===== config.mk =====
export PLATFORM = sky130hd
export DESIGN_NAME = positron_layer_sequencer_flat
export DESIGN_NICKNAME = d
export VERILOG_FILES = /design/src/rtl/positron_layer_sequencer_if.sv /design/src/rtl/positron_layer_sequencer.sv /design/src/flat_wrapper.sv
export SDC_FILE = /design/constraint.sdc
export NUM_CORES = 1
export LEC_CHECK = 0
export CORE_MARGIN = 3
export CORE_UTILIZATION = 40
export CTS_CLUSTER_DIAMETER = 200
export CTS_CLUSTER_SIZE = 14
export DETAILED_ROUTE_END_ITERATION = 12
export PLACE_DENSITY = 0.83
export RECOVER_POWER = 50
export REMOVE_ABC_BUFFERS = 1
export SLEW_MARGIN = 25
export SYNTH_ARGS = -nofsm -noshare
export SYNTH_HDL_FRONTEND = slang
export SYNTH_SLANG_ARGS = --single-unit

===== constraint.sdc =====
create_clock -name clk -period 2.5 [get_ports clk]
set_input_delay 0.5 -clock clk [delete_from_list [all_inputs] [get_ports clk]]
set_output_delay 0.5 -clock clk [all_outputs]
set_load 0.01 [all_outputs]

===== src/rtl/positron_layer_sequencer_if.sv =====
// Handshake bundle between the layer sequencer, its positron array and the
// neighbouring layers. slave = sequencer side, master = environment side.
interface positron_layer_sequencer_if #(
    parameter int unsigned POSIT_WIDTH  = 4,
    parameter int unsigned NB_POSITRONS = 10
);
    logic                                  s_rts_i;
    logic                                  s_rtr_o;
    logic [POSIT_WIDTH-1:0]                s_data_i;
    logic                                  p_rts_o;
    logic                                  p_sow_o;
    logic                                  p_eow_o;
    logic [POSIT_WIDTH-1:0]                p_data_o;
    logic [NB_POSITRONS-1:0]               p_rtr_i;
    logic [NB_POSITRONS-1:0]               p_rts_i;
    logic [NB_POSITRONS*POSIT_WIDTH-1:0]   p_data_i;
    logic [NB_POSITRONS-1:0]               p_rtr_o;
    logic                                  m_rts_o;
    logic                                  m_rtr_i;
    logic                                  m_sow_o;
    logic                                  m_eow_o;
    logic [POSIT_WIDTH-1:0]                m_data_o;
    logic                                  done_o;

    modport slave (
        input  s_rts_i, s_data_i, p_rtr_i, p_rts_i, p_data_i, m_rtr_i,
        output s_rtr_o, p_rts_o, p_sow_o, p_eow_o, p_data_o, p_rtr_o,
               m_rts_o, m_sow_o, m_eow_o, m_data_o, done_o
    );

    modport master (
        output s_rts_i, s_data_i, p_rtr_i, p_rts_i, p_data_i, m_rtr_i,
        input  s_rtr_o, p_rts_o, p_sow_o, p_eow_o, p_data_o, p_rtr_o,
               m_rts_o, m_sow_o, m_eow_o, m_data_o, done_o
    );
endinterface


===== src/rtl/positron_layer_sequencer.sv =====
// Fully-connected layer sequencer: broadcasts a framed activation window to
// all positrons, then collects one result per positron in index order.
module positron_layer_sequencer #(
    parameter int unsigned POSIT_WIDTH  = 4,
    parameter int unsigned NB_UPSTREAM  = 784,
    parameter int unsigned NB_POSITRONS = 10
) (
    input  logic                          clk,
    input  logic                          rst_n,
    positron_layer_sequencer_if.slave     bus
);
    localparam int unsigned CNT_W = $clog2(NB_UPSTREAM);
    localparam int unsigned IDX_W = $clog2(NB_POSITRONS);

    typedef enum logic [1:0] {FEED, COLLECT, DRAIN} state_t;

    state_t                  r_state, w_next;
    logic [CNT_W-1:0]        r_in_cnt;
    logic [IDX_W-1:0]        r_out_idx;
    logic                    r_full;
    logic                    r_sow;
    logic                    r_eow;
    logic [POSIT_WIDTH-1:0]  r_data;

    logic                    w_all_rdy;
    logic                    w_xfer;
    logic                    w_sel_rdy;
    logic                    w_sel_rts;
    logic [POSIT_WIDTH-1:0]  w_sel_data;
    logic                    w_capture;
    logic                    w_accept;
    logic                    w_in_last;
    logic                    w_out_last;
    logic [NB_POSITRONS-1:0] w_p_rtr;

    assign w_all_rdy  = &bus.p_rtr_i;
    assign w_xfer     = (r_state == FEED) && bus.s_rts_i && w_all_rdy;
    assign w_in_last  = (r_in_cnt == CNT_W'(NB_UPSTREAM - 1));
    assign w_out_last = (r_out_idx == IDX_W'(NB_POSITRONS - 1));
    assign w_accept   = r_full && bus.m_rtr_i;
    // Output register may take a new result when empty or being drained this cycle.
    assign w_sel_rdy  = (r_state == COLLECT) && (!r_full || bus.m_rtr_i);
    assign w_capture  = w_sel_rts && w_sel_rdy;

    always_comb begin
        w_sel_rts  = 1'b0;
        w_sel_data = '0;
        w_p_rtr    = '0;
        for (int unsigned k = 0; k < NB_POSITRONS; k++) begin
            if (r_out_idx == IDX_W'(k)) begin
                w_sel_rts  = bus.p_rts_i[k];
                w_sel_data = bus.p_data_i[k*POSIT_WIDTH +: POSIT_WIDTH];
                w_p_rtr[k] = w_sel_rdy;
            end
        end
    end

    always_comb begin
        w_next       = r_state;
        bus.s_rtr_o  = 1'b0;
        bus.p_rts_o  = 1'b0;
        bus.p_sow_o  = 1'b0;
        bus.p_eow_o  = 1'b0;
        bus.p_data_o = '0;
        bus.done_o   = 1'b0;
        case (r_state)
            FEED: begin
                bus.s_rtr_o  = w_all_rdy;
                bus.p_rts_o  = bus.s_rts_i && w_all_rdy;
                bus.p_sow_o  = bus.p_rts_o && (r_in_cnt == '0);
                bus.p_eow_o  = bus.p_rts_o && w_in_last;
                bus.p_data_o = bus.s_data_i;
                if (w_xfer && w_in_last) w_next = COLLECT;
            end
            COLLECT: begin
                if (w_capture && w_out_last) w_next = DRAIN;
            end
            DRAIN: begin
                bus.done_o = w_accept;
                if (w_accept) w_next = FEED;
            end
            default: w_next = FEED;
        endcase
    end

    assign bus.p_rtr_o  = w_p_rtr;
    assign bus.m_rts_o  = r_full;
    assign bus.m_sow_o  = r_sow;
    assign bus.m_eow_o  = r_eow;
    assign bus.m_data_o = r_data;

    always_ff @(posedge clk or negedge rst_n) begin
        if (!rst_n) begin
            r_state   <= FEED;
            r_in_cnt  <= '0;
            r_out_idx <= '0;
            r_full    <= 1'b0;
            r_sow     <= 1'b0;
            r_eow     <= 1'b0;
            r_data    <= '0;
        end else begin
            r_state <= w_next;
            if (w_xfer) r_in_cnt <= w_in_last ? '0 : r_in_cnt + 1'b1;
            if (w_capture) begin
                r_out_idx <= w_out_last ? '0 : r_out_idx + 1'b1;
                r_full    <= 1'b1;
                r_sow     <= (r_out_idx == '0);
                r_eow     <= w_out_last;
                r_data    <= w_sel_data;
            end else if (w_accept) begin
                r_full <= 1'b0;
                r_sow  <= 1'b0;
                r_eow  <= 1'b0;
            end
        end
    end
endmodule


===== src/flat_wrapper.sv =====
// flat-port wrapper written by rule: the top's interface ports become plain ports
module positron_layer_sequencer_flat 
#(
    parameter int unsigned POSIT_WIDTH  = 4,
    parameter int unsigned NB_UPSTREAM  = 784,
    parameter int unsigned NB_POSITRONS = 10
)
  (clk, rst_n, bus_s_rts_i, bus_s_data_i, bus_p_rtr_i, bus_p_rts_i, bus_p_data_i, bus_m_rtr_i, bus_s_rtr_o, bus_p_rts_o, bus_p_sow_o, bus_p_eow_o, bus_p_data_o, bus_p_rtr_o, bus_m_rts_o, bus_m_sow_o, bus_m_eow_o, bus_m_data_o, bus_done_o);
  positron_layer_sequencer_if #(.POSIT_WIDTH(POSIT_WIDTH), .NB_POSITRONS(NB_POSITRONS)) bus_i ();
  input  logic clk;
  input  logic rst_n;
  input wire logic [$bits(bus_i.s_rts_i)-1:0] bus_s_rts_i;
  input wire logic [$bits(bus_i.s_data_i)-1:0] bus_s_data_i;
  input wire logic [$bits(bus_i.p_rtr_i)-1:0] bus_p_rtr_i;
  input wire logic [$bits(bus_i.p_rts_i)-1:0] bus_p_rts_i;
  input wire logic [$bits(bus_i.p_data_i)-1:0] bus_p_data_i;
  input wire logic [$bits(bus_i.m_rtr_i)-1:0] bus_m_rtr_i;
  output wire logic [$bits(bus_i.s_rtr_o)-1:0] bus_s_rtr_o;
  output wire logic [$bits(bus_i.p_rts_o)-1:0] bus_p_rts_o;
  output wire logic [$bits(bus_i.p_sow_o)-1:0] bus_p_sow_o;
  output wire logic [$bits(bus_i.p_eow_o)-1:0] bus_p_eow_o;
  output wire logic [$bits(bus_i.p_data_o)-1:0] bus_p_data_o;
  output wire logic [$bits(bus_i.p_rtr_o)-1:0] bus_p_rtr_o;
  output wire logic [$bits(bus_i.m_rts_o)-1:0] bus_m_rts_o;
  output wire logic [$bits(bus_i.m_sow_o)-1:0] bus_m_sow_o;
  output wire logic [$bits(bus_i.m_eow_o)-1:0] bus_m_eow_o;
  output wire logic [$bits(bus_i.m_data_o)-1:0] bus_m_data_o;
  output wire logic [$bits(bus_i.done_o)-1:0] bus_done_o;
  assign bus_i.s_rts_i = bus_s_rts_i;
  assign bus_i.s_data_i = bus_s_data_i;
  assign bus_i.p_rtr_i = bus_p_rtr_i;
  assign bus_i.p_rts_i = bus_p_rts_i;
  assign bus_i.p_data_i = bus_p_data_i;
  assign bus_i.m_rtr_i = bus_m_rtr_i;
  assign bus_s_rtr_o = bus_i.s_rtr_o;
  assign bus_p_rts_o = bus_i.p_rts_o;
  assign bus_p_sow_o = bus_i.p_sow_o;
  assign bus_p_eow_o = bus_i.p_eow_o;
  assign bus_p_data_o = bus_i.p_data_o;
  assign bus_p_rtr_o = bus_i.p_rtr_o;
  assign bus_m_rts_o = bus_i.m_rts_o;
  assign bus_m_sow_o = bus_i.m_sow_o;
  assign bus_m_eow_o = bus_i.m_eow_o;
  assign bus_m_data_o = bus_i.m_data_o;
  assign bus_done_o = bus_i.done_o;
  positron_layer_sequencer #(.POSIT_WIDTH(POSIT_WIDTH), .NB_UPSTREAM(NB_UPSTREAM), .NB_POSITRONS(NB_POSITRONS)) u_core (.clk(clk), .rst_n(rst_n), .bus(bus_i));
endmodule

# Word-level counts from Yosys, hierarchy flattened
# Cells that the tools add are included.
totals:
  register_bits: 23
  latch_bits: 0
  ram_bits: 0
  rom_bits: 0
  in_bits: 68
  output_inout_bits: 26
  memories: 0
op_classes:
  n_addsub: 2
  mul: 0
  div: 0
  order_cmp: 0
  n_eq_ne: 15
  shifts: 0
  mux: 46
  bitwise_logic: 0
  reduce_logical: 18
ops:
  columns: ["cell", "count"]
  rows:
  - ["$mux W4", 12]
  - ["$mux W1", 29]
  - ["$eq A4 B3 Y1 const B", 4]
  - ["$add A10 B1 Y10 const B", 1]
  - ["$eq A10 B10 Y1 const B", 1]
  - ["$logic_and A1 B1 Y1", 10]
  - ["$logic_not A10 Y1", 1]
  - ["$mux W10", 1]
  - ["$reduce_and A10 Y1", 1]
  - ["$eq A4 B2 Y1 const B", 2]
  - ["$eq A4 B4 Y1 const B", 2]
  - ["$mux W2", 3]
  - ["$pmux W2 S3", 1]
  - ["$add A4 B1 Y4 const B", 1]
  - ["$eq A4 B1 Y1 const B", 1]
  - ["$logic_not A4 Y1", 1]
  - ["$ne A2 B2 Y1 const B", 2]
  - ["$reduce_and A3 Y1", 1]
  - ["$eq A2 B1 Y1 const B", 1]
  - ["$eq A2 B2 Y1 const B", 1]
  - ["$logic_not A2 Y1", 1]
  - ["$ne A2 B1 Y1 const B", 1]
  - ["$reduce_bool A2 Y1", 1]
  - ["$logic_not A1 Y1", 1]
  - ["$logic_or A1 B1 Y1", 1]

# Logic depth before layout (Yosys ltp)
depth:
  word_depth: 15
  ltp_mapped: 8
  ltp_nobuf: 6

# Worst setup path after synthesis
# OpenSTA, ideal clock, no wires.
synth_timing:
  kind: "reg-to-output"
  startpoint: "register u_core.r_state[0]"
  endpoint: "output port bus_p_sow_o"
  arrival_ps: 1720
  required_ps: 2000
  slack_ps: 280
  stages_incl_launch_ff: 6
  path_cell_list: "dfrtp_1 -> or2_1 -> nor4_2 -> nand2_1 -> buf_2 -> nor4_1"
synth_via:
  elab_chain_cells: 2
synth_lines:
  columns: ["element", "line_no", "rtl"]
  rows:
  - ["from (decl)", "positron_layer_sequencer.sv:17", "state_t r_state, w_next;"]
  - ["from (signal assigned)", "positron_layer_sequencer.sv:102", "r_state <= w_next;"]
  - ["$logic_not A2 Y1", "positron_layer_sequencer.sv:66", "case (r_state)"]
  - ["$mux W1", "positron_layer_sequencer.sv:66", null]
  - ["to (decl)", "flat_wrapper.sv:20", "output wire logic [$bits(bus_i.p_sow_o)-1:0] bus_p_sow_o;"]
# Every way passes these cells.

# Worst setup path after layout
layout_timing:
  startpoint: "input port bus_m_rtr_i"
  endpoint: "output port bus_p_rtr_o[9]"
layout_via:
  elab_chain_cells: 3
layout_lines:
  columns: ["element", "line_no", "rtl"]
  rows:
  - ["from (decl)", "flat_wrapper.sv:17", "input wire logic [$bits(bus_i.m_rtr_i)-1:0] bus_m_rtr_i;"]
  - ["$logic_or A1 B1 Y1", "positron_layer_sequencer.sv:42", "assign w_sel_rdy = (r_state == COLLECT) && (!r_full || bus.m_rtr_i);"]
  - ["$logic_and A1 B1 Y1", "positron_layer_sequencer.sv:42", null]
  - ["$mux W1", "positron_layer_sequencer.sv:50", "if (r_out_idx == IDX_W'(k)) begin"]
  - ["to (decl)", "flat_wrapper.sv:23", "output wire logic [$bits(bus_i.p_rtr_o)-1:0] bus_p_rtr_o;"]
# Every way passes these cells.

==> flow_summary.toml <==
[run_status]
status = "completed"

[detailed_routing]
route.vias.total = 2132
routed_wl_um = 5960
drtAntennaViolNets = 0
drc = 0
vias_per_cell = 5.48
drt_iter0_markers = 130
drtPass1Iterations = 5
post_drt_wl_per_cell_um = 15.3

[global_routing]
gr-total-overflow = 0
grt_start_max_net_pins = 24
gr-usage-all-layers_pct = 21.1
grt_antenna_before_repair = 0
grt_pass1_wl_um = 9170
grt_pass1_vias = 1968

[synth]
syn_inst = 222
synth_ff_type = "dfrtp_1"
ys_warn_count = 0
synth_most_common_cell = "nor2_1"
synth_edf_count = 0
yosys.cell_types.count = 56
syn_area_per_cell_um2 = 8.35
netlist_area_um2 = 1850
synth_area_leader_cell = "dfrtp_1"
synth_top_area_share_pct = 31.0
seq_area_frac_synth_pct = 31.0
synth_top_cells_by_count = "nor2_1 (24), dfrtp_1 (23), nand2_1 (21), o21ai_0 (14), mux2i_1 (13)"
synth_area_leaders = "dfrtp_1 (31%), mux2i_1 (7.0%), nor2_1 (4.9%), nand2_1 (4.3%), o21ai_0 (3.8%)"
postSynth.asyncResetShare_pct = 100
ys_ff_latch = 23

[sta]
worstMarginPinSlew_ns = 1.20
max_freq_ghz = 0.411
fin_worst_skew_ns = 0.00300
setup_viol = 0
rsz0062_at_grt = "false"
maxSlewHeadroom_pct = 20.1
finalHoldViolCount = 0
period_share_pct = 97.3
slew_viol_final = 0
fin_crit_ns = 2.43

[flow_run]
drv_cap = 0

[place]
port_buffers = 93
dpl_cell_area_um2 = 2970
gp_congestion = 0.884
dp_hpwl_um = 4680

[clock_tree]
cts_root_buf = "clkbuf_8"
cts_hold_buf = 0
cts_buffers = 3
clockBufferDepth = 2
cts.clk_slew.worst_paths_ns = 0.08
numClockSinks = 23
cts_tree = "yes"
clk_latency_ns = 0.27
h-tree-depth = 1

[die]
die_h_um = 74.1
die_area_um2 = 5490
initial_utilization_pct = 42.0
io_pins = 94
die_w_um = 74.1
rows = 24
fp.coreArea_um2 = 4410

[critical_path]
slowest_stage = "clkdlybuf4s50_1"
startpoint_type = "input port"
crit_path_start = "bus_m_rtr_i"
crit_end = "bus_p_rtr_o[9]"
cp_num_buf_inv = 2
r2r_cells = 7
arrival_ns = 1.93
r2r_start = "u_core.r_out_idx[2]$_DFFE_PN0N_"
r2r_end = "u_core.bus.m_rts_o$_DFFE_PN0P_"
crit_family = "buffers and inverters"
crit_type = "in2out"
crit_chain = "clkdlybuf4s50_1 > and2b_1 > nor4_1 > dlygate4sd2_1"
worst_ep_required_time_ns = 2.00
endpoint_kind = "output port"
cpPeakStageDelay_ns = 0.47
cp_max_fo = 3
r2r_slack_ns = 0.32
cp_num_cells = 4

[layout]
layout.nets = 408
utilization_pct = 68.9
areaGrowthSynthToFinish_pct = 64.0
design_area_um2 = 3040
drive_above_1_share_pct = 14.8
diodes = 0
fillCellCount = 361

[pwr]
p_leak_nw = 1.37
worst_ir_drop_vdd_mv = 0.364
power_density_nw_per_um2 = 534

[min_path]
hp-start = "u_core.bus.m_data_o[2]$_DFFE_PN0N_"
hp-class = "reg2reg"
-- placed cells by master (no fill, tap or decap), types with 3 or more instances in the layout --
master,instances
clkbuf_8,3
a31oi_1,3
dlygate4sd2_1,8
nand2_1,21
inv_1,9
xnor2_1,5
mux2i_1,13
nor2b_1,3
buf_4,25
nor3b_1,3
nand4_1,5
dlygate4sd3_1,8
nand3_1,7
nor3_1,10
and2_1,5
dfrtp_1,23
nor2_1,23
a21oi_1,11
nand2b_1,5
o221ai_1,3
dlymetal6s2s_1,5
clkdlybuf4s50_1,67
o21ai_0,14
-- how the worst min path moves through the flow --
stage	endpoint	slack, ns	cells after the start
finish	u_core.bus.m_data_o[2]$_DFFE_PN0N_	0.49	1
global route	u_core.bus.m_data_o[2]$_DFFE_PN0N_	0.52	1
CTS	u_core.bus.m_data_o[2]$_DFFE_PN0N_	0.50	1
detailed placement	u_core.bus.m_data_o[0]$_DFFE_PN0N_	0.47	1
global placement	u_core.bus.m_data_o[2]$_DFFE_PN0N_	0.47	1
floorplan	u_core.bus.m_data_o[0]$_DFFE_PN0N_	0.20	0
-- logic make-up (layout without fill, tap and decap cells) --
logic type / Yosys count / after routing / share of synthesized area [%]
xor gates and xnor gates: 6 / 6 / 2.83
adders and majority gates: 2 / 2 / 1.35
muxes: 17 / 17 / 9.45
and+or+nand+nor: 105 / 105 / 30.8
DFF: 23 / 23 / 31.0
AOI/OAI and AO/OA: 48 / 48 / 18.1
buffers and inverters: 21 / 136 / 6.48
-- power by group --
part           switching (mW)  internal [mW]
combinational           0.447          0.460
clock                   0.120          0.111
sequential             0.0466          0.439
total                   0.614           1.01
-- layout make-up --
| type | instances | area, um2 | share of cell area (%) |
|---|---|---|---|
| multi-input combinational | 178 | 1190 | 39.1 |
| timing repair buffer | 121 | 1120 | 37.0 |
| sequential | 23 | 576 | 18.9 |
| tap | 52 | 65.1 | 2.14 |
| clock buffer | 3 | 41.3 | 1.36 |
| inverter | 11 | 41.3 | 1.36 |
| clock inverter | 1 | 5.00 | 0.165 |
-- layer usage --
metal	GRT usage [%]	routed length [um]	vias to the layer above
met4	7.04	100	0
met1	27.9	2360	999
met5	0	0	-
li1	-	-	1038
met2	36.1	2990	86
met3	2.16	503	9
-- sequential cells by signal, summed over array words and instances (netlist names) --
name and count:
u_core.bus.m_data_o 4, u_core.r_out_idx 4, u_core.bus.m_rts_o 1, u_core.bus.m_eow_o 1
u_core.bus.m_sow_o 1, u_core.r_in_cnt 10, u_core.r_state 2
-- per-stage QoR --
stage	setup TNS (ns)	hold WS [ns]	total power [mW]	worst slack, ns	cells
after floorplan	0	0.204	0.962	0.130	212
after global placement	-2.32	0.473	1.39	-0.255	384
after detailed placement	-2.66	0.475	1.41	-0.345	384
after CTS	-0.161	0.497	1.64	-0.161	389
after global routing	0	0.524	1.74	0.0264	389
final	0	0.487	1.62	0.0674	389
-- timing repair --
action | 4_1_cts | 5_1_grt
gates resized for setup | 18 | 17
hold endpoints to repair | 0 | 0
setup endpoints to repair | 13 | 6
pin swaps | 2 | 4
setup buffers | 1 | 0
(Power assumes the default switching activity.)
